==> config.mk <==
export PLATFORM = sky130hd
export DESIGN_NAME = fmul_share_ctrl
export DESIGN_NICKNAME = d
export VERILOG_FILES = /design/src/rtl/fmul_share_pkg.sv /design/src/rtl/fmul_share_ctrl_rr_arbiter.sv /design/src/rtl/fmul_share_ctrl.sv
export SDC_FILE = /design/constraint.sdc
export NUM_CORES = 1
export LEC_CHECK = 0
export BUFFER_PORTS_ARGS = -buffer_cell sky130_fd_sc_hd__clkbuf_2
export CORE_MARGIN = 2
export CORE_UTILIZATION = 25
export CTS_CLUSTER_DIAMETER = 40
export DETAILED_ROUTE_END_ITERATION = 6
export SLEW_MARGIN = 20
export SYNTH_ARGS = -nofsm -noshare
export SYNTH_HDL_FRONTEND = slang
export SYNTH_SLANG_ARGS = --single-unit
==> constraint.sdc <==
create_clock -name clk -period 2.5 [get_ports clk]
set_input_delay 0.25 -clock clk [delete_from_list [all_inputs] [get_ports clk]]
set_output_delay 0.25 -clock clk [all_outputs]
set_load 0.02 [all_outputs]
==> src/rtl/fmul_share_pkg.sv <==
// Shared types and helpers for the multiplier-sharing controller.
// Holds the tag-pipe entry layout and the round-robin pick function.
package fmul_share_pkg;

  localparam int FP_W      = 32;
  localparam int REQ_MAX   = 8;
  localparam int TAG_MAX_W = 3;

  typedef struct packed {
    logic                 valid;
    logic [TAG_MAX_W-1:0] tag;
  } tag_entry_t;

  // Lowest pending index strictly after last, wrapping; returns last when none pending.
  function automatic int rr_pick(input logic [REQ_MAX-1:0] valid, input int last, input int n);
    int   pick;
    int   idx;
    logic found;
    pick  = last;
    found = 1'b0;
    for (int off = 1; off <= REQ_MAX; off++) begin
      idx = (last + off) % n;
      if (!found && (off <= n) && valid[idx]) begin
        pick  = idx;
        found = 1'b1;
      end else begin
        pick  = pick;
      end
    end
    return pick;
  endfunction

endpackage

==> src/rtl/fmul_share_ctrl_rr_arbiter.sv <==
// Round-robin arbiter: combinational one-hot grant, registered last grant.
// The grant is forced low while reset is asserted.
module rr_arbiter
  import fmul_share_pkg::*;
#(
  parameter int N     = 4,
  parameter int TAG_W = $clog2(N)
) (
  input  logic             clk,
  input  logic             rst_n,
  input  logic [N-1:0]     valid,
  output logic [N-1:0]     grant,
  output logic [TAG_W-1:0] grant_idx,
  output logic             grant_any
);

  logic [REQ_MAX-1:0] valid_pad_s;
  logic [TAG_W-1:0]   last_grant_r;
  int                 pick_s;

  // Grant selection from pending requests and the previous winner
  always_comb begin
    valid_pad_s          = '0;
    valid_pad_s[N-1:0]   = valid;
    pick_s               = rr_pick(valid_pad_s, int'(last_grant_r), N);
    grant_idx            = TAG_W'(pick_s);
    grant_any            = rst_n && (valid != '0);
    grant                = '0;
    if (grant_any) begin
      grant[grant_idx] = 1'b1;
    end else begin
      grant = '0;
    end
  end

  // Remember the winner so the next grant starts after it
  always_ff @(posedge clk or negedge rst_n) begin
    if (!rst_n) begin
      last_grant_r <= TAG_W'(N - 1);
    end else if (grant_any) begin
      last_grant_r <= grant_idx;
    end else begin
      last_grant_r <= last_grant_r;
    end
  end

endmodule

==> src/rtl/fmul_share_ctrl.sv <==
// Shares one fixed-latency pipelined multiplier among several requesters.
// A tag pipe matching the multiplier latency routes each result back to its owner.
module fmul_share_ctrl
  import fmul_share_pkg::*;
#(
  parameter int NUM_REQ     = 4,
  parameter int MUL_LATENCY = 3,
  parameter int TAG_W       = $clog2(NUM_REQ)
) (
  input  logic                    clk,
  input  logic                    rst_n,
  input  logic [NUM_REQ-1:0]      req_valid,
  input  logic [NUM_REQ*FP_W-1:0] req_a,
  input  logic [NUM_REQ*FP_W-1:0] req_b,
  output logic [NUM_REQ-1:0]      req_ready,
  output logic [NUM_REQ-1:0]      resp_valid,
  output logic [FP_W-1:0]         resp_data,
  output logic [FP_W-1:0]         mul_a,
  output logic [FP_W-1:0]         mul_b,
  input  logic [FP_W-1:0]         mul_f,
  output logic                    mul_rst,
  output logic [2:0]              inflight
);

  localparam int STAGES = MUL_LATENCY + 1;

  logic [NUM_REQ-1:0] grant_s;
  logic [TAG_W-1:0]   grant_idx_s;
  logic               grant_any_s;
  tag_entry_t         pipe_r [STAGES];
  tag_entry_t         last_s;
  logic [NUM_REQ-1:0] resp_onehot_s;
  logic [2:0]         inflight_r;

  rr_arbiter #(.N(NUM_REQ), .TAG_W(TAG_W)) u_arb (
    .clk       (clk),
    .rst_n     (rst_n),
    .valid     (req_valid),
    .grant     (grant_s),
    .grant_idx (grant_idx_s),
    .grant_any (grant_any_s)
  );

  assign req_ready = grant_s;
  assign mul_rst   = ~rst_n;
  assign inflight  = inflight_r;

  // Decode the final tag-pipe stage into a one-hot response vector
  always_comb begin
    last_s        = pipe_r[STAGES-1];
    resp_onehot_s = '0;
    for (int i = 0; i < NUM_REQ; i++) begin
      resp_onehot_s[i] = last_s.valid && (last_s.tag == TAG_MAX_W'(i));
    end
  end

  // Operand registers feeding the multiplier; hold when nothing is granted
  always_ff @(posedge clk or negedge rst_n) begin
    if (!rst_n) begin
      mul_a <= '0;
      mul_b <= '0;
    end else if (grant_any_s) begin
      mul_a <= req_a[FP_W*grant_idx_s +: FP_W];
      mul_b <= req_b[FP_W*grant_idx_s +: FP_W];
    end else begin
      mul_a <= mul_a;
      mul_b <= mul_b;
    end
  end

  // Tag shift pipe; the last stage lines up with a valid mul_f
  always_ff @(posedge clk or negedge rst_n) begin
    if (!rst_n) begin
      for (int i = 0; i < STAGES; i++) begin
        pipe_r[i] <= '0;
      end
    end else begin
      pipe_r[0].valid <= grant_any_s;
      pipe_r[0].tag   <= grant_any_s ? TAG_MAX_W'(grant_idx_s) : '0;
      for (int i = 1; i < STAGES; i++) begin
        pipe_r[i] <= pipe_r[i-1];
      end
    end
  end

  // Response register; mul_f is only captured when a tagged result is due
  always_ff @(posedge clk or negedge rst_n) begin
    if (!rst_n) begin
      resp_valid <= '0;
      resp_data  <= '0;
    end else if (last_s.valid) begin
      resp_valid <= resp_onehot_s;
      resp_data  <= mul_f;
    end else begin
      resp_valid <= '0;
      resp_data  <= resp_data;
    end
  end

  // Outstanding-operation counter, tracked incrementally
  always_ff @(posedge clk or negedge rst_n) begin
    if (!rst_n) begin
      inflight_r <= 3'd0;
    end else begin
      case ({grant_any_s, (resp_valid != '0)})
        2'b10:   inflight_r <= inflight_r + 3'd1;
        2'b01:   inflight_r <= inflight_r - 3'd1;
        default: inflight_r <= inflight_r;
      endcase
    end
  end

endmodule

==> tab_implementation.tex, run 1 <==
\begin{tabular}{lr}
\hline
Metric & Value \\
\hline
\multicolumn{2}{l}{\textbf{Status}} \\
\quad Outcome & complete, but fails checks \\
\quad Violated checks & negative hold slack \\
\multicolumn{2}{l}{\textbf{Logic synthesis}} \\
\quad Cell count after synthesis & 567 \\
\quad Synth Area per Inst & 10.9 sq um \\
\quad Net Count, Synth & 863 \\
\quad Flip-flop and latch count after synthesis & 117 \\
\quad Netlist cell types & 34 \\
\quad Syn Std Cell Area & 6190 sq um \\
\quad Number of warning messages in the yosys log & 0 \\
\quad Sequential share of the synthesized area & 47.3\% \\
\multicolumn{2}{l}{\textbf{Layout}} \\
\quad Footprint of the multi-input gates & 2980 sq um \\
\quad Area used by sequential logic in the layout & 2930 sq um \\
\quad Total inserted antenna cells & 0 \\
\quad Number of fillers in the final layout & 2489 \\
\quad Area added between synthesis and finish & 47.6\% \\
\quad Net total in the final layout & 1245 \\
\quad Share of layout cells above drive strength 1 & 51.1\% \\
\quad Post-route cell area & 9140 sq um \\
\multicolumn{2}{l}{\textbf{CTS}} \\
\quad Number of clock buffers inserted by TritonCTS & 17 \\
\quad Clock transition at the registers of the reported paths & 0.07 ns \\
\quad Root buffer cell & sky130\_fd\_sc\_hd\_\_clkbuf\_16 \\
\quad Number of buffers on the longest clock path & 2 \\
\quad TritonCTS clock tree & built \\
\quad CTS H-tree depth & 4 \\
\quad Clock sink total & 117 \\
\quad Latest clock arrival within the worst-skew pair & 0.42 ns \\
\multicolumn{2}{l}{\textbf{Worst setup path}} \\
\quad Data required time of the worst path & 2.25 ns \\
\quad Critical path class & flip-flop to output port \\
\quad Largest fanout of any net on the critical path & 43 \\
\quad Data arrival, critical path & 2.12 ns \\
\quad Element type at the critical path end & output port \\
\quad Kind of launch point of the worst setup path & flip-flop \\
\multicolumn{2}{l}{\textbf{Die}} \\
\quad Initial Util & 25.5\% \\
\quad Count of pins on the block boundary & 402 \\
\quad Die area & 26000 sq um \\
\quad Die extent in x & 161 microns \\
\quad Vertical die dimension & 161 microns \\
\quad Area of the placeable core & 24300 sq um \\
\quad Std cell rows & 57 \\
\multicolumn{2}{l}{\textbf{Timing}} \\
\quad Setup repair after global routing missed its margin & no \\
\quad Setup TNS Final & 0 ns \\
\quad Max\_slew headroom & 40.7\% \\
\quad Final critical path time including I/O delays and setup & 2.37 ns \\
\quad Achievable frequency & 421 MHz \\
\quad Ratio of final minimum period to clock period & 94.9\% \\
\quad Final count of negative-setup-slack endpoints & 0 \\
\quad Transition time at the pin with the least slew margin & 0.889 ns \\
\quad Worst setup skew after layout & 0.0150 ns \\
\quad Final Hold Vio Count & 9 \\
\quad Final max-slew violation count & 0 \\
\quad Final hold slack & -0.0199 ns \\
\multicolumn{2}{l}{\textbf{Pwr}} \\
\quad Switching power as a share of total power & 40.6\% \\
\quad Switching power & 3.47 mW \\
\quad Max IR drop VDD & 0.358 mV \\
\quad Lkg Pwr & 4.53 nW \\
\quad Combinational cell fraction of total power & 39.9\% \\
\quad Power density over the cells & 937 nW/um\^{}2 \\
\quad Share of total power in the clock network & 28.1\% \\
\quad Total internal power & 5.09 mW \\
\quad Part of the power in registers & 32.0\% \\
\quad Total design power & 8.56 mW \\
\multicolumn{2}{l}{\textbf{Place}} \\
\quad Number of input and output port buffers inserted & 401 \\
\quad Placed Instance Area & 8520 sq um \\
\quad Detailed-placement wirelength estimate & 16500 microns \\
\quad Final estimated routing congestion in global placement & 0.867 \\
\multicolumn{2}{l}{\textbf{GRT}} \\
\quad Via count of the first global-routing pass & 6162 \\
\quad Pin count of the biggest net entering global routing & 69 \\
\quad First-pass GRT wire length & 34400 microns \\
\quad GRT Residual Overflow & 0 \\
\quad GRT Total Usage & 17.2\% \\
\quad Number of antenna violations at the first check in global routing & 0 \\
\multicolumn{2}{l}{\textbf{Route}} \\
\quad Number of iterations in the first detailed-routing pass & 4 \\
\quad Vias per cell & 4.74 \\
\quad DRC violations left & 0 \\
\quad Number of antenna-violating nets in the routed design & 0 \\
\quad DRT iter0 DRCs & 294 \\
\quad Via count & 6100 \\
\quad Routed wire length per instance & 17.6 microns \\
\quad Final wirelength & 22700 microns \\
\multicolumn{2}{l}{\textbf{Worst hold path}} \\
\quad Min-delay worst type & input port to asynchronous set/reset pin \\
\multicolumn{2}{l}{\textbf{Job}} \\
\quad Max capacitance violation total & 0 \\
\hline
\end{tabular}
-- placed cells by master, fill, tap and decap left out, types with 2 or more instances in the layout --
cell type                    count
sky130_fd_sc_hd__clkbuf_2      399
sky130_fd_sc_hd__dfrtp_1       115
sky130_fd_sc_hd__nor2_1         71
sky130_fd_sc_hd__mux2i_1        65
sky130_fd_sc_hd__a221oi_1       64
sky130_fd_sc_hd__a211oi_1       64
sky130_fd_sc_hd__and2_1         63
sky130_fd_sc_hd__mux2_2         32
sky130_fd_sc_hd__clkbuf_16      17
sky130_fd_sc_hd__buf_4          10
sky130_fd_sc_hd__buf_12          7
sky130_fd_sc_hd__inv_8           6
sky130_fd_sc_hd__inv_1           4
sky130_fd_sc_hd__clkinvlp_4      4
sky130_fd_sc_hd__inv_6           3
sky130_fd_sc_hd__nand2_1         2
sky130_fd_sc_hd__nor2b_1         2
sky130_fd_sc_hd__nand2b_1        2
sky130_fd_sc_hd__a21o_1          2
sky130_fd_sc_hd__o21ai_0         2
sky130_fd_sc_hd__o21a_1          2
sky130_fd_sc_hd__xor2_1          2
sky130_fd_sc_hd__clkinv_8        2
sky130_fd_sc_hd__dfstp_2         2
-- worst max-delay path, cell delays in order, from the launching register on --
cell and delay, ns:
sky130_fd_sc_hd__dfstp_2 0.54, sky130_fd_sc_hd__or3b_4 0.41, sky130_fd_sc_hd__and3_4 0.19, sky130_fd_sc_hd__buf_12 0.18, sky130_fd_sc_hd__nor3_4 0.18, sky130_fd_sc_hd__clkbuf_4 0.19
-- final timing paths --
path / from / end / slack [ns] / cells past startpoint
max: u_arb.last_grant_r[0] / req_ready[3] / 0.13 / 5
min in group clk: mul_f[28] / resp_data[28] / 0.06 / 2
min reg2reg: pipe_r[13] / pipe_r[9] / 0.34 / 0
max reg2reg: u_arb.last_grant_r[0] / mul_a[14] / 0.42 / 5
min: rst_n / mul_a[29] / -0.02 / 2
max in group asynchronous: rst_n / mul_a[31] / 1.83 / 2
-- per-layer routing --
metal	routed length [microns]	track usage (%)	vias up
met5	0	0	-
met4	495	6.05	0
met3	1670	4.57	31
met2	11500	30.7	292
met1	8990	19.9	2891
li1	-	-	2886
-- kinds of logic after synthesis --
group	share of synthesized area [%]
simple gates	12.5
xor+xnor	0.424
buf+inv	5.23
fa+ha+maj	0.525
mux	16.3
compound gates	17.7
flops	47.3
-- cell usage after synthesis --
| library cell | number | area (sq um) |
|---|---|---|
| sky130_fd_sc_hd__o211ai_1 | 1 | 7.51 |
| sky130_fd_sc_hd__nand2b_1 | 2 | 12.5 |
| sky130_fd_sc_hd__and3_1 | 2 | 12.5 |
| sky130_fd_sc_hd__dfstp_2 | 2 | 52.6 |
| sky130_fd_sc_hd__nor3b_1 | 1 | 7.51 |
| sky130_fd_sc_hd__and2_1 | 64 | 400 |
| sky130_fd_sc_hd__xnor2_1 | 1 | 8.76 |
| sky130_fd_sc_hd__buf_2 | 12 | 60.1 |
| sky130_fd_sc_hd__clkbuf_1 | 32 | 120 |
| sky130_fd_sc_hd__mux2_2 | 32 | 360 |
| sky130_fd_sc_hd__o21a_1 | 2 | 15.0 |
| sky130_fd_sc_hd__nor2_1 | 72 | 270 |
| sky130_fd_sc_hd__and2_0 | 1 | 6.26 |
| sky130_fd_sc_hd__buf_12 | 4 | 80.1 |
| sky130_fd_sc_hd__buf_4 | 6 | 45.0 |
| sky130_fd_sc_hd__nor3_1 | 2 | 10.0 |
| sky130_fd_sc_hd__xor2_1 | 2 | 17.5 |
| sky130_fd_sc_hd__mux2i_1 | 65 | 651 |
| sky130_fd_sc_hd__a221oi_1 | 64 | 561 |
| sky130_fd_sc_hd__nand2_1 | 2 | 7.51 |
| sky130_fd_sc_hd__or4_1 | 1 | 7.51 |
| sky130_fd_sc_hd__and3b_1 | 1 | 8.76 |
| sky130_fd_sc_hd__dfrtp_1 | 115 | 2880 |
| sky130_fd_sc_hd__nor2b_1 | 2 | 12.5 |
| sky130_fd_sc_hd__o21ai_1 | 1 | 5.00 |
| sky130_fd_sc_hd__or3b_1 | 1 | 8.76 |
| sky130_fd_sc_hd__nand2_2 | 1 | 6.26 |
| sky130_fd_sc_hd__ha_1 | 1 | 12.5 |
| sky130_fd_sc_hd__a211oi_1 | 64 | 480 |
| sky130_fd_sc_hd__a21o_1 | 2 | 15.0 |
| sky130_fd_sc_hd__nand3_1 | 1 | 5.00 |
| sky130_fd_sc_hd__o21ai_0 | 2 | 10.0 |
| sky130_fd_sc_hd__inv_1 | 5 | 18.8 |
| sky130_fd_sc_hd__fa_1 | 1 | 20.0 |
-- flip-flops by register name, indices dropped and copies added, names as in the netlist --
register / flops
inflight: 3
pipe_r: 9
mul_a: 32
resp_valid: 4
u_arb.last_grant_r: 2
last_s: 3
mul_b: 32
resp_data: 32
-- cell type report --
class / instances / area share [%]
inverters: 5 / 0.205
multi-input cells: 391 / 32.6
well taps: 324 / 4.44
clock buffers: 17 / 4.65
flip-flops and latches: 117 / 32.1
clock inverters: 15 / 1.71
repair buffers: 417 / 24.3
-- metrics by stage --
stage	std cells	setup WS (ns)	utilization, %
after global placement	1252	0.292	35.0
after detailed placement	1252	0.272	35.0
final	1286	0.127	37.6
after floorplan	567	0.399	-
after global routing	1286	0.00668	37.6
after CTS	1284	0.0601	37.5
-- repair_timing --
| item | in CTS | in global routing |
|---|---|---|
| endpoints found under the hold margin | 0 | 0 |
| hold buffers | 0 | 0 |
| pin swaps | 0 | 1 |
| gates resized for setup | 3 | 2 |
| endpoints found under the setup margin | 1 | 3 |
| setup buffers | 0 | 2 |
-- power by group through the flow --
stage	Combinational, mW	Clock, mW	Sequential (mW)
after detailed placement	3.44	0	2.77
after floorplan	1.56	0	3.34
after CTS	3.45	2.51	2.74
after global routing	3.68	2.60	2.81
after global placement	3.41	0	2.75
final	3.41	2.41	2.74
Power figures use the tool's default switching activity.
==> run 2: changes to the inputs <==
--- a/config.mk
+++ b/config.mk
@@ -5,11 +5,14 @@
 export SDC_FILE = /design/constraint.sdc
 export NUM_CORES = 1
 export LEC_CHECK = 0
+export ABC_CLOCK_PERIOD_IN_PS = 2500
 export BUFFER_PORTS_ARGS = -buffer_cell sky130_fd_sc_hd__clkbuf_2
 export CORE_MARGIN = 2
 export CORE_UTILIZATION = 25
 export CTS_CLUSTER_DIAMETER = 40
 export DETAILED_ROUTE_END_ITERATION = 6
+export REMOVE_ABC_BUFFERS = 1
+export SETUP_SLACK_MARGIN = 0.2
 export SLEW_MARGIN = 20
 export SYNTH_ARGS = -nofsm -noshare
 export SYNTH_HDL_FRONTEND = slang
==> tab_implementation.tex, run 2 (synthesis results as in run 1) <==
\begin{tabular}{lr}
\hline
Metric & Value \\
\hline
\multicolumn{2}{l}{\textbf{Status}} \\
\quad Outcome & complete, no violations \\
\multicolumn{2}{l}{\textbf{CTS}} \\
\quad CTS H-tree depth & 4 (unchanged) \\
\quad Root buffer cell & sky130\_fd\_sc\_hd\_\_clkbuf\_16 \\
\quad Number of clock buffers inserted by TritonCTS & 17 (unchanged) \\
\quad Clock sink total & 117 (unchanged) \\
\quad TritonCTS clock tree & built \\
\quad Clock transition at the registers of the reported paths & 0.07 ns (about the same) \\
\quad Latest clock arrival within the worst-skew pair & 0.41 ns (about the same) \\
\quad Number of buffers on the longest clock path & 2 (unchanged) \\
\multicolumn{2}{l}{\textbf{Layout}} \\
\quad Registers with the most flip-flops & mul\_a x32, mul\_b x32, resp\_data x32 \\
\quad Area added between synthesis and finish & 49.8\% \\
\quad Net total in the final layout & 1258 (+1.0\%) \\
\quad Core occupancy in the finished layout & 38.2\% (+0.58 points) \\
\quad Final cell count without fillers & 1299 (+1.0\%) \\
\quad Commonest non-fill, non-tap cell in the layout & sky130\_fd\_sc\_hd\_\_clkbuf\_2 \\
\quad Total inserted antenna cells & 0 (unchanged) \\
\quad Most frequent cells in the layout & sky130\_fd\_sc\_hd\_\_clkbuf\_2 (398), sky130\_fd\_sc\_hd\_\_dfrtp\_1 (115), sky130\_fd\_sc\_hd\_\_nor2\_1 (71) \\
\quad Share of layout cells above drive strength 1 & 51.7\% (+0.55 points) \\
\multicolumn{2}{l}{\textbf{Worst setup path}} \\
\quad Cell-by-cell listing of the critical path & nand2b\_1 > o21ai\_0 > o211ai\_1 > buf\_4 > buf\_16 > nor2\_1 > clkbuf\_2 \\
\quad CP Capture Point & req\_ready[0] \\
\quad Delay contributed by the slowest stage of the critical path & 0.55 ns (about the same) \\
\quad Kind of launch point of the worst setup path & flip-flop \\
\quad Number of logic stages on the critical path including buffering & 7 (+2) \\
\quad Element type at the critical path end & output port \\
\quad FF-to-FF path depth & 7 (+2) \\
\quad Critical path launch point & u\_arb.last\_grant\_r[0] \\
\quad Worst reg-to-reg setup slack & 0.39 ns (-0.03 ns) \\
\quad Cell family with most CP delay & flip-flops \\
\quad Data required time of the worst path & 2.25 ns (about the same) \\
\quad Data arrival, critical path & 1.93 ns (-0.19 ns) \\
\quad Buffering stage count on the worst path with inverters included & 3 (+1) \\
\quad Critical-path top delay cell & sky130\_fd\_sc\_hd\_\_dfstp\_2 \\
\quad Worst r2r dst & mul\_b[14] \\
\quad Largest fanout of any net on the critical path & 22 (-49\%) \\
\quad Critical path class & flip-flop to output port \\
\quad Critical R2R Launch & u\_arb.last\_grant\_r[0] \\
\multicolumn{2}{l}{\textbf{Pwr}} \\
\quad Power density over the cells & 959 nW/um\^{}2 (+2.4\%) \\
\quad Share of total power in the clock network & 29.9\% (+1.8 points) \\
\quad Switching power as a share of total power & 39.0\% (-1.5 points) \\
\quad Max IR drop VDD & 0.357 mV (-0.25\%) \\
\quad Part of the power in registers & 30.8\% (-1.2 points) \\
\quad Switching power & 3.48 mW (about the same) \\
\quad Lkg Pwr & 4.62 nW (+2.1\%) \\
\quad Total internal power & 5.43 mW (+6.7\%) \\
\quad Combinational cell fraction of total power & 39.3\% (-0.6 points) \\
\multicolumn{2}{l}{\textbf{Die}} \\
\quad Area of the placeable core & 24300 sq um (unchanged) \\
\quad Count of pins on the block boundary & 402 (unchanged) \\
\quad Initial Util & 25.5\% (unchanged) \\
\quad Std cell rows & 57 (unchanged) \\
\quad Die extent in x & 161 microns (unchanged) \\
\quad Vertical die dimension & 161 microns (unchanged) \\
\quad Die area & 26000 sq um (unchanged) \\
\multicolumn{2}{l}{\textbf{Timing}} \\
\quad Final max-slew violation count & 0 (unchanged) \\
\quad Setup repair after global routing missed its margin & yes \\
\quad Final count of negative-setup-slack endpoints & 0 (unchanged) \\
\quad Ratio of final minimum period to clock period & 87.3\% (-7.7 points) \\
\quad Transition time at the pin with the least slew margin & 0.961 ns (+0.0724 ns) \\
\quad Final hold slack & 0.0677 ns (+0.0876 ns) \\
\quad Max\_slew headroom & 35.9\% (-4.8 points) \\
\quad Worst setup skew after layout & 0.0104 ns (-0.00462 ns) \\
\quad Achievable frequency & 458 MHz (+8.8\%) \\
\quad Final critical path time including I/O delays and setup & 2.18 ns (-0.192 ns) \\
\quad Final Hold Vio Count & 0 (-9) \\
\multicolumn{2}{l}{\textbf{Route}} \\
\quad Number of iterations in the first detailed-routing pass & 5 (+1) \\
\quad Final wirelength & 23500 microns (+3.7\%) \\
\quad Number of antenna-violating nets in the routed design & 0 (unchanged) \\
\quad DRT iter0 DRCs & 268 (-8.8\%) \\
\quad Vias per cell & 4.75 (about the same) \\
\quad DRC violations left & 0 (unchanged) \\
\quad Routed wire length per instance & 18.1 microns (+2.7\%) \\
\quad Via count & 6165 (+1.1\%) \\
\multicolumn{2}{l}{\textbf{Place}} \\
\quad Placed Instances & 1260 (+0.64\%) \\
\quad Final estimated routing congestion in global placement & 0.807 (-7.0\%) \\
\quad Number of input and output port buffers inserted & 401 (unchanged) \\
\quad Detailed-placement wirelength estimate & 17400 microns (+5.7\%) \\
\multicolumn{2}{l}{\textbf{GRT}} \\
\quad Pin count of the biggest net entering global routing & 70 (+1.4\%) \\
\quad First-pass GRT wire length & 35100 microns (+2.3\%) \\
\quad Via count of the first global-routing pass & 6339 (+2.9\%) \\
\quad Number of antenna violations at the first check in global routing & 0 (unchanged) \\
\quad GRT Residual Overflow & 0 (unchanged) \\
\quad GRT Total Usage & 17.6\% (+0.44 points) \\
\multicolumn{2}{l}{\textbf{Worst hold path}} \\
\quad Worst Hold Depth & 2 \\
\quad Min-delay worst type & input port to flip-flop \\
\multicolumn{2}{l}{\textbf{Job}} \\
\quad Max capacitance violation total & 0 (unchanged) \\
\hline
\end{tabular}
[run 2: cell count changes in the layout (fill, tap and decap cells not counted), sizes merged]
cell         previous run  this run
dlygate4sd3             0         1
inv                    14        15
clkinv                  2         1
buf                    17        29
clkinvlp                4         1
bufinv                  0         3
[run 2: timing repair]
item | CTS | global route
setup endpoints to repair | 4 | 3
endpoints found under the hold margin | 48 | 0
hold buffers | 1 | 0
pin swaps | 1 | 1
resized for setup | 3 | 4
cloned | 0 | 1
setup buffers | 4 | 1
[run 2: stage by stage]
| step | power [mW] | area [sq um] | setup WS [ns] | setup TNS, ns |
|---|---|---|---|---|
| floorplan | 4.78 | 5890 | -1.74 | -117.69 |
| global placement | 6.20 | 8560 | 0.354 | 0 |
| detailed placement | 6.23 | 8560 | 0.317 | 0 |
| CTS | 9.01 | 9240 | 0.242 | 0 |
| global route | 9.45 | 9280 | 0.197 | 0 |
| finish | 8.90 | 9280 | 0.319 | 0 |
[run 2: layout make-up]
cell class	instances	area, sq um
timing repair buffer	430	2320
tap	324	405
inverter	5	18.8
fill	2432	15000
multi-input combinational	391	2980
clock buffer	17	425
sequential	117	2930
clock inverter	15	204
[run 2: worst min path at each step]
stage,start,to,slack (ns)
after global routing,mul_f[0],resp_data[0],0.04
final,mul_f[5],resp_data[5],0.07
after global placement,pipe_r[13],pipe_r[9],0.33
after detailed placement,pipe_r[15],pipe_r[11],0.34
after CTS,mul_f[0],resp_data[0],0.04
after floorplan,rst_n,inflight[0],-0.05
[run 2: metal layers]
layer,vias to the layer above,wire length [microns],global-route usage (%)
met5,-,0,0
met4,0,646,8.08
met3,33,1700,4.37
met2,305,11700,30.5
li1,2907,-,-
met1,2920,9440,20.7
[run 2: power by group through the flow]
stage / logic, mW / clock network (mW) / registers [mW]
global route: 3.77 / 2.86 / 2.81
global placement: 3.44 / 0 / 2.76
floorplan: 1.43 / 0 / 3.35
CTS: 3.50 / 2.77 / 2.74
finish: 3.50 / 2.66 / 2.74
detailed placement: 3.46 / 0 / 2.77
==> run 3: changes to the inputs <==
--- a/config.mk
+++ b/config.mk
@@ -5,6 +5,7 @@
 export SDC_FILE = /design/constraint.sdc
 export NUM_CORES = 1
 export LEC_CHECK = 0
+export ABC_AREA = 1
 export ABC_CLOCK_PERIOD_IN_PS = 2500
 export BUFFER_PORTS_ARGS = -buffer_cell sky130_fd_sc_hd__clkbuf_2
 export CORE_MARGIN = 2
==> tab_implementation.tex, run 3 <==
\begin{tabular}{lr}
\hline
Metric & Value \\
\hline
\multicolumn{2}{l}{\textbf{Place}} \\
\quad Worst setup slack after placement & -0.0256 ns (-0.343 ns) \\
\quad Placed Instance Area & 9060 sq um (+5.9\%) \\
\quad Final estimated routing congestion in global placement & 0.941 (+17\%) \\
\quad Placed Instances & 1648 (+31\%) \\
\quad Detailed-placement wirelength estimate & 20400 microns (+17\%) \\
\quad Number of input and output port buffers inserted & 401 (unchanged) \\
\multicolumn{2}{l}{\textbf{Timing}} \\
\quad Transition time at the pin with the least slew margin & 0.699 ns (-0.262 ns) \\
\quad Max\_slew headroom & 53.4\% (+17 points) \\
\quad Setup repair after global routing missed its margin & yes \\
\quad Final Hold Vio Count & 0 (unchanged) \\
\quad Ratio of final minimum period to clock period & 101\% (+14 points) \\
\quad Achievable frequency & 395 MHz (-14\%) \\
\quad Final critical path time including I/O delays and setup & 2.53 ns (+0.350 ns) \\
\quad Worst setup skew after layout & 0.0108 ns (+0.000428 ns) \\
\quad Final max-slew violation count & 0 (unchanged) \\
\quad Final count of negative-setup-slack endpoints & 1 (+1) \\
\quad Worst path setup slack after routing & -0.0312 ns (-0.350 ns) \\
\multicolumn{2}{l}{\textbf{Die}} \\
\quad Count of pins on the block boundary & 402 (unchanged) \\
\quad Initial Util & 25.2\% (-0.23 points) \\
\quad Die extent in x & 168 microns (+4.1\%) \\
\quad Vertical die dimension & 168 microns (+4.1\%) \\
\quad Std cell rows & 60 (+5.3\%) \\
\quad Area of the placeable core & 26700 sq um (+9.6\%) \\
\quad Die area & 28200 sq um (+8.4\%) \\
\multicolumn{2}{l}{\textbf{CTS}} \\
\quad Number of clock buffers inserted by TritonCTS & 17 (unchanged) \\
\quad CTS H-tree depth & 4 (unchanged) \\
\quad Latest clock arrival within the worst-skew pair & 0.42 ns (about the same) \\
\quad Clock transition at the registers of the reported paths & 0.06 ns (about the same) \\
\quad TritonCTS clock tree & built \\
\quad Root buffer cell & sky130\_fd\_sc\_hd\_\_clkbuf\_16 \\
\quad Number of buffers on the longest clock path & 2 (unchanged) \\
\quad Clock sink total & 117 (unchanged) \\
\multicolumn{2}{l}{\textbf{Route}} \\
\quad Final wirelength & 31700 microns (+35\%) \\
\quad Number of iterations in the first detailed-routing pass & 5 (unchanged) \\
\quad Number of antenna-violating nets in the routed design & 0 (unchanged) \\
\quad DRC violations left & 0 (unchanged) \\
\quad DRT iter0 DRCs & 652 (+140\%) \\
\quad Vias per cell & 4.87 (+2.6\%) \\
\quad Via count & 8377 (+36\%) \\
\quad Routed wire length per instance & 18.4 microns (+1.8\%) \\
\multicolumn{2}{l}{\textbf{Pwr}} \\
\quad Max IR drop VDD & 1.08 mV (+200\%) \\
\quad Power density over the cells & 1850 nW/um\^{}2 (+92\%) \\
\quad Total design power & 19.5 mW (+120\%) \\
\quad Lkg Pwr & 5.85 nW (+27\%) \\
\multicolumn{2}{l}{\textbf{Worst setup path}} \\
\quad Data arrival, critical path & 2.28 ns (+0.35 ns) \\
\quad Critical path class & flip-flop to output port \\
\quad Largest fanout of any net on the critical path & 7 (-68\%) \\
\quad Element type at the critical path end & output port \\
\quad Data required time of the worst path & 2.25 ns (about the same) \\
\quad Kind of launch point of the worst setup path & flip-flop \\
\multicolumn{2}{l}{\textbf{Logic synthesis}} \\
\quad Number of warning messages in the yosys log & 0 (unchanged) \\
\quad Netlist cell types & 25 (-26\%) \\
\quad Syn Std Cell Area & 6730 sq um (+8.6\%) \\
\quad Number of enable flip-flop cells after synthesis & 0 (unchanged) \\
\quad Post-synth top area share & 42.8\% (-3.7 points) \\
\quad Cell type with the highest aggregate area in the netlist & sky130\_fd\_sc\_hd\_\_dfrtp\_1 \\
\quad Fraction of registers with async set/reset & 100\% (unchanged) \\
\quad Sequential share of the synthesized area & 43.6\% (-3.7 points) \\
\quad Top flip-flop cell by instance count after synthesis & sky130\_fd\_sc\_hd\_\_dfrtp\_1 \\
\quad Synth Area per Inst & 7.06 sq um (-35\%) \\
\quad Flip-flop and latch count after synthesis & 117 (unchanged) \\
\quad Most used standard cell by instance count after synthesis & sky130\_fd\_sc\_hd\_\_nand2\_1 \\
\quad Top post-synthesis cells by count & sky130\_fd\_sc\_hd\_\_nand2\_1 (389), sky130\_fd\_sc\_hd\_\_nand3\_1 (325), sky130\_fd\_sc\_hd\_\_dfrtp\_1 (115), sky130\_fd\_sc\_hd\_\_buf\_2 (32), sky130\_fd\_sc\_hd\_\_clkbuf\_1 (21) \\
\quad Cell types occupying the most area after synthesis & sky130\_fd\_sc\_hd\_\_dfrtp\_1 (43\%), sky130\_fd\_sc\_hd\_\_nand3\_1 (24\%), sky130\_fd\_sc\_hd\_\_nand2\_1 (22\%) \\
\quad Cell count after synthesis & 953 (+68\%) \\
\multicolumn{2}{l}{\textbf{Status}} \\
\quad Violated checks & negative setup slack \\
\quad Outcome & complete, but fails checks \\
\multicolumn{2}{l}{\textbf{GRT}} \\
\quad Number of antenna violations at the first check in global routing & 0 (unchanged) \\
\quad GRT Total Usage & 21.2\% (+3.6 points) \\
\quad Pin count of the biggest net entering global routing & 68 (-2.9\%) \\
\quad GRT Residual Overflow & 0 (unchanged) \\
\quad Via count of the first global-routing pass & 8081 (+27\%) \\
\quad First-pass GRT wire length & 45900 microns (+31\%) \\
\multicolumn{2}{l}{\textbf{Job}} \\
\quad Max capacitance violation total & 0 (unchanged) \\
\multicolumn{2}{l}{\textbf{Layout}} \\
\quad Registers with the most flip-flops & mul\_a x32, mul\_b x32, resp\_data x32 \\
\quad Post-route cell area & 10600 sq um (+14\%) \\
\quad Area added between synthesis and finish & 57.1\% \\
\quad Share of layout cells above drive strength 1 & 40.6\% (-11 points) \\
\quad Net total in the final layout & 1663 (+32\%) \\
\quad Commonest non-fill, non-tap cell in the layout & sky130\_fd\_sc\_hd\_\_clkbuf\_2 \\
\quad Total inserted antenna cells & 0 (unchanged) \\
\quad Core occupancy in the finished layout & 39.6\% (+1.5 points) \\
\quad Most frequent cells in the layout & sky130\_fd\_sc\_hd\_\_clkbuf\_2 (396), sky130\_fd\_sc\_hd\_\_nand2\_1 (359), sky130\_fd\_sc\_hd\_\_nand3\_1 (315) \\
\quad Final cell count without fillers & 1721 (+32\%) \\
\multicolumn{2}{l}{\textbf{Worst hold path}} \\
\quad Min-delay worst type & input port to flip-flop \\
\hline
\end{tabular}
-- run 3: cell count changes in the layout (fill, tap and decap cells not counted), moves of 8 or more --
cell                       before  now
sky130_fd_sc_hd__nand2_1        2  359
sky130_fd_sc_hd__mux2_2        32    0
sky130_fd_sc_hd__a211oi_1      64    0
sky130_fd_sc_hd__buf_12         4   14
sky130_fd_sc_hd__nand2_2        1    9
sky130_fd_sc_hd__nor2_1        71    4
sky130_fd_sc_hd__and2_1        63    0
sky130_fd_sc_hd__mux2i_1       65    0
sky130_fd_sc_hd__buf_4         23   47
sky130_fd_sc_hd__nand3_1        0  315
sky130_fd_sc_hd__a221oi_1      64    0
sky130_fd_sc_hd__nand2_4        0   21
-- run 3: stage by stage --
stage / hold WS (ns) / setup TNS [ns]
2_1_floorplan: -0.0456 / -167.83
3_3_place_gp: 0.333 / 0
6_report: 0.0329 / -0.0312
5_1_grt: 0.0228 / -4.51
4_1_cts: 0.00813 / 0
3_5_place_dp: 0.327 / -0.0502
-- run 3: timing repair --
item | CTS | global route
gates cloned | 4 | 6
buffers inserted | 26 | 4
hold buffers | 1 | 0
gates resized for setup | 62 | 40
pin swaps | 25 | 10
endpoints found under the setup margin | 67 | 69
endpoints found under the hold margin | 17 | 0
-- run 3: layout make-up --
class                      instances  area, sq um
timing repair buffer             471         2900
multi-input combinational        743         3650
inverter                          17         76.3
clock inverter                    15          155
clock buffer                      17          425
tap                              341          427
sequential                       117         2930
fill                            2796        16100
-- run 3: layer usage --
layer | routed length, microns | up-vias | part of all wire [%] | GRT usage [%]
li1 | - | 3970 | - | -
met1 | 12600 | 3824 | 40 | 25.6
met2 | 15300 | 499 | 48 | 36.1
met3 | 2530 | 84 | 8.0 | 4.91
met4 | 1330 | 0 | 4.2 | 9.26
met5 | 0 | - | 0 | 0
-- run 3: kinds of logic after synthesis --
kind of cell | after synthesis | synth area share, %
xor+xnor | 2 | 0.261
flops | 117 | 43.6
compound gates | 8 | 0.688
fa+ha+maj | 2 | 0.484
buf+inv | 94 | 7.83
simple gates | 730 | 47.2
-- run 3: worst paths after layout --
path | start | endpoint | slack [ns] | cells after the start
worst max-delay path | u_arb.last_grant_r[0] | req_ready[0] | -0.03 | 12
worst min-delay path | mul_f[15] | resp_data[15] | 0.03 | 3
worst max register to register | u_arb.last_grant_r[0] | mul_b[26] | 0 | 17
worst min register to register | pipe_r[15] | pipe_r[11] | 0.34 | 0
max in group asynchronous | rst_n | mul_a[8] | 1.06 | 4
min in group asynchronous | rst_n | mul_a[17] | 0.46 | 3
-- run 3: power breakdown --
group | internal [mW] | leakage, nW | total, mW | switching [mW]
logic | 5.38 | 4.15 | 14.0 | 8.62
registers | 2.63 | 1.42 | 3.06 | 0.429
clock network | 1.41 | 0.281 | 2.43 | 1.02
-- run 3: worst max-delay path, cell delays in order (launching register included) --
cell	delay, ns
sky130_fd_sc_hd__dfstp_2	0.60
sky130_fd_sc_hd__inv_4	0.09
sky130_fd_sc_hd__nand2_2	0.09
sky130_fd_sc_hd__nand2_4	0.08
sky130_fd_sc_hd__nand2_2	0.12
sky130_fd_sc_hd__nand2_4	0.10
sky130_fd_sc_hd__nand2_8	0.10
sky130_fd_sc_hd__nand2_4	0.07
sky130_fd_sc_hd__nand2_4	0.08
sky130_fd_sc_hd__nand2_4	0.08
sky130_fd_sc_hd__buf_12	0.14
sky130_fd_sc_hd__nor3_4	0.14
sky130_fd_sc_hd__clkbuf_8	0.18
